===== src/rtl/y_shifter_pkg.sv =====
// Shared encodings for the Y operand shifter: shift modes and controller states.
package y_shifter_pkg;

    localparam logic [1:0] SH_LSL = 2'b00;
    localparam logic [1:0] SH_LSR = 2'b01;
    localparam logic [1:0] SH_ASR = 2'b10;
    localparam logic [1:0] SH_ROL = 2'b11;

    typedef enum logic [1:0] {
        ST_IDLE  = 2'b00,
        ST_SHIFT = 2'b01,
        ST_DONE  = 2'b10
    } state_t;

endpackage


===== src/rtl/y_shifter_step.sv =====
// One single-bit shift step of Y in the given mode, producing the next Y and
// the bit shifted out.
module y_shifter_step
    import y_shifter_pkg::*;
#(
    parameter int WIDTH = 16
) (
    input  logic [1:0]       mode,
    input  logic [WIDTH-1:0] y,
    output logic [WIDTH-1:0] y_next,
    output logic             carry
);

    always_comb begin
        y_next = y;
        carry  = 1'b0;
        case (mode)
            SH_LSL: begin
                y_next = {y[WIDTH-2:0], 1'b0};
                carry  = y[WIDTH-1];
            end
            SH_LSR: begin
                y_next = {1'b0, y[WIDTH-1:1]};
                carry  = y[0];
            end
            SH_ASR: begin
                y_next = {y[WIDTH-1], y[WIDTH-1:1]};
                carry  = y[0];
            end
            SH_ROL: begin
                y_next = {y[WIDTH-2:0], y[WIDTH-1]};
                carry  = y[WIDTH-1];
            end
            default: begin
                y_next = y;
                carry  = 1'b0;
            end
        endcase
    end

endmodule


===== src/rtl/y_shifter.sv =====
// Y operand register for the ALU: loads from the bus and shifts one bit per
// clock for a programmed number of steps, signalling completion with shift_done.
module y_shifter
    import y_shifter_pkg::*;
#(
    parameter int WIDTH = 16,
    parameter int AMT_W = 4
) (
    input  logic             clk,
    input  logic             reset,
    input  logic [WIDTH-1:0] bus,
    input  logic             Y_load,
    input  logic             shift_start,
    input  logic [1:0]       shift_mode,
    input  logic [AMT_W-1:0] shift_amount,
    output logic [WIDTH-1:0] y_shifted,
    output logic             shift_busy,
    output logic             shift_done,
    output logic             shift_carry
);

    state_t           state;
    logic [WIDTH-1:0] y;
    logic [AMT_W-1:0] count;
    logic [1:0]       mode;
    logic             carry;
    logic [WIDTH-1:0] step_y;
    logic             step_carry;

    y_shifter_step #(.WIDTH(WIDTH)) u_step (
        .mode   (mode),
        .y      (y),
        .y_next (step_y),
        .carry  (step_carry)
    );

    always_ff @(posedge clk or posedge reset) begin
        if (reset) begin
            state <= ST_IDLE;
            y     <= '0;
            count <= '0;
            mode  <= SH_LSL;
            carry <= 1'b0;
        end else begin
            case (state)
                ST_IDLE, ST_DONE: begin
                    if (Y_load) begin
                        y     <= bus;
                        state <= ST_IDLE;
                    end else if (shift_start) begin
                        if (shift_amount == '0) begin
                            carry <= 1'b0;
                            state <= ST_DONE;
                        end else begin
                            mode  <= shift_mode;
                            count <= shift_amount;
                            state <= ST_SHIFT;
                        end
                    end else begin
                        state <= ST_IDLE;
                    end
                end
                ST_SHIFT: begin
                    // A load aborts the shift; carry keeps the last performed step.
                    if (Y_load) begin
                        y     <= bus;
                        state <= ST_IDLE;
                    end else begin
                        y     <= step_y;
                        carry <= step_carry;
                        count <= count - AMT_W'(1);
                        if (count == AMT_W'(1)) begin
                            state <= ST_DONE;
                        end
                    end
                end
                default: state <= ST_IDLE;
            endcase
        end
    end

    assign y_shifted   = y;
    assign shift_carry = carry;
    assign shift_busy  = (state == ST_SHIFT);
    assign shift_done  = (state == ST_DONE);

endmodule


===== config.mk =====
export PLATFORM = sky130hd
export DESIGN_NAME = y_shifter
export DESIGN_NICKNAME = d
export VERILOG_FILES = /design/src/rtl/y_shifter_pkg.sv /design/src/rtl/y_shifter_step.sv /design/src/rtl/y_shifter.sv
export SDC_FILE = /design/constraint.sdc
export NUM_CORES = 1
export LEC_CHECK = 0
export ABC_AREA = 1
export CELL_PAD_IN_SITES_DETAIL_PLACEMENT = 0
export CELL_PAD_IN_SITES_GLOBAL_PLACEMENT = 1
export CORE_AREA = 3 3 77 79
export DETAILED_ROUTE_END_ITERATION = 8
export DIE_AREA = 0 0 80 82
export GPL_TIMING_DRIVEN = 1
export PLACE_DENSITY = 0.8
export SYNTH_ARGS = -nofsm -noshare
export SYNTH_HDL_FRONTEND = slang
export SYNTH_SLANG_ARGS = --single-unit

===== constraint.sdc =====
create_clock -name clk -period 1.5 [get_ports clk]
set_input_delay 0.45 -clock clk [delete_from_list [all_inputs] [get_ports clk]]
set_output_delay 0.45 -clock clk [all_outputs]
set_load 0.02 [all_outputs]

==> out/results.ini <==
[route]
wire_per_inst_um=11.80
route.detailed.drc=0
vias_per_cell=4.553
ant_nets=0
postRouteWirelength_um=4354
drt-pass1-iter-count=4
vias=1680
drt_iter0_drc=96

[logic_synthesis]
synthCells=227
yosys_warnings=0
ys_seq_area_share_pct=37.91
syn_nets=259
synthesis.area_um2=1650
synth_cell_types=25
syn_avg_cell_area_um2=7.270
ys_seq_elements=25

[global_routing]
grt_overflow=0
grt_pass1_vias=1614
grt_max_degree=34
antenna_found_initial=0
grt_pass1_wl_um=7065
grt_usage_pct=13.44

[clock_tree]
cts_tree=built
clockBufferDepth=2
worst_skew_pair.late_latency_ns=0.27
cts_buffers=3
cts_root_buffer=clkbuf_8
hold_buffers=0
cts_sinks=25
htreeDepth=1
path_clk_slew_ns=0.09

[placed_design]
routabilityCongestion=0.7724
pre_cts_ws_ns=-0.2801
io_buffer_count=44
hpwl_um=3112

[layout]
fillers=556
fin_nets=330
post-route-util_pct=45.09
seqCellArea_um2=628.1
diodes=0
syn_to_final_growth_pct=47.69
layout_commonest_cell=nand2_1
final_cell_mix=nand2_1 (90), nand3_1 (37), buf_4 (28)
multi_input_area_um2=915.9
drive_above_1_share_pct=18.86

[die]
start_util_pct=30.53
core_um2=5405
die_w_um=80
rows=27
io_pins=45
die_h_um=82
die_area_um2=6560

[timing]
relSlewSlack_pct=80.54
fin_ws_ns=0.04219
maxSlewViolCount=0
worst_pin_slew_ns=0.2915
finalCriticalPeriod_ns=1.458
rsz0062_at_grt=true
setup_viol=0
period_share_pct=97.19
clock_skew_ns=0.003252
max_clock_freq_ghz=0.6860
hold_viol=0

[critical_path]
worstPathMaxFanout=2
cpMaxStageDelayCell=dfrtp_1
cp_top_family=flip-flops
critPathMaxStageDelay_ns=0.41
critPathBufInv=1
endpoint_kind=primary output
cp.arrival_ns=1.01
cp.required_ns=1.05
startpoint_type=flip-flop
critPathKind=flip-flop to primary output
crit_chain=dlygate4sd2_1

[pwr]
peakVddDrop_v=0.0004499
finalPower_mw=2.917
power_density_nw_per_um2=1197
p_leak_nw=1.186

[job]
cap_viol_max_count=0

[status]
status=complete, no violations

[worst_hold_path]
hold_class=primary input to async pin

-- registers in the layout, indices dropped and copies added, names as in the netlist --
| name | cells |
|---|---|
| y_shifted | 16 |
| state | 2 |
| count | 4 |
| mode | 2 |
| shift_carry | 1 |
-- final timing paths --
path,cells after the start,startpoint,slack (ns),to
max,1,shift_carry,0.04,shift_carry
min reg2reg,2,count[3],0.51,count[3]
max in group asynchronous,3,reset,0.85,state[0]
min,3,reset,0.50,y_shifted[10]
min in group clk,2,count[3],0.51,count[3]
max reg2reg,7,mode[1],0.09,y_shifted[11]
-- logic make-up (layout without fill, tap and decap cells) --
family / after synthesis / after routing / share of synthesized area (%)
AO/OA/AOI/OAI: 28 / 28 / 11.68
adder cells (fa/ha/maj): 6 / 6 / 4.549
buffers and inverters: 22 / 91 / 7.732
flip-flops: 25 / 25 / 37.91
AND/OR/NAND/NOR: 146 / 147 / 38.14
-- cell usage after synthesis (all sizes together) --
cell    instances  share of area, %
nand2          92                22
clkbuf          1              0.23
dfrtp          25                38
nor2           13               3.9
nand4           1              0.38
inv            11               2.7
o21ai           7               2.8
nand3          37                11
buf            10               4.9
ha              6               4.5
o211ai          1              0.46
a21oi           6               2.0
or2             3               1.1
o21a           14               6.4
-- metal layers --
metal / GRT usage [%] / routed length (µm) / up-vias
met5: 0 / 0 / -
met4: 4.561 / 45 / 0
met3: 2.303 / 227 / 5
met2: 23.59 / 2105 / 43
met1: 16.64 / 1976 / 753
li1: - / - / 879
-- through the flow --
| stage | cell area (µm²) | instances | setup TNS [ns] | hold WS (ns) |
|---|---|---|---|---|
| global placement | 2372 | 362 | -4.991 | 0.4696 |
| global route | 2437 | 369 | -0.01324 | 0.5201 |
| detailed placement | 2372 | 362 | -5.727 | 0.4804 |
| finish | 2437 | 369 | 0 | 0.4967 |
| CTS | 2391 | 366 | 0 | 0.5010 |
| floorplan | 1650 | 227 | 0 | 0.4429 |
-- what timing repair did --
action                                  CTS  global route
pin swaps                                 0             2
cloned                                    0             1
setup buffers                             0             2
endpoints found under the setup margin   34            23
gates resized for setup                  29            12
-- power breakdown --
group | leakage, nW | switching, mW | total [mW] | internal (mW)
Combinational | 0.863 | 0.830 | 1.55 | 0.723
Sequential | 0.300 | 0.115 | 0.952 | 0.837
Clock | 0.0228 | 0.223 | 0.413 | 0.191
Total | 1.19 | 1.17 | 2.92 | 1.75
-- area by class of cell --
| type | instances | area share [%] |
|---|---|---|
| clock buffers | 4 | 1.848 |
| inverters | 11 | 1.797 |
| multi-input cells | 181 | 37.58 |
| flip-flops and latches | 25 | 25.77 |
| well taps | 72 | 3.696 |
| repair buffers | 76 | 29.31 |
Note: power is estimated with default switching activity, not from simulation.
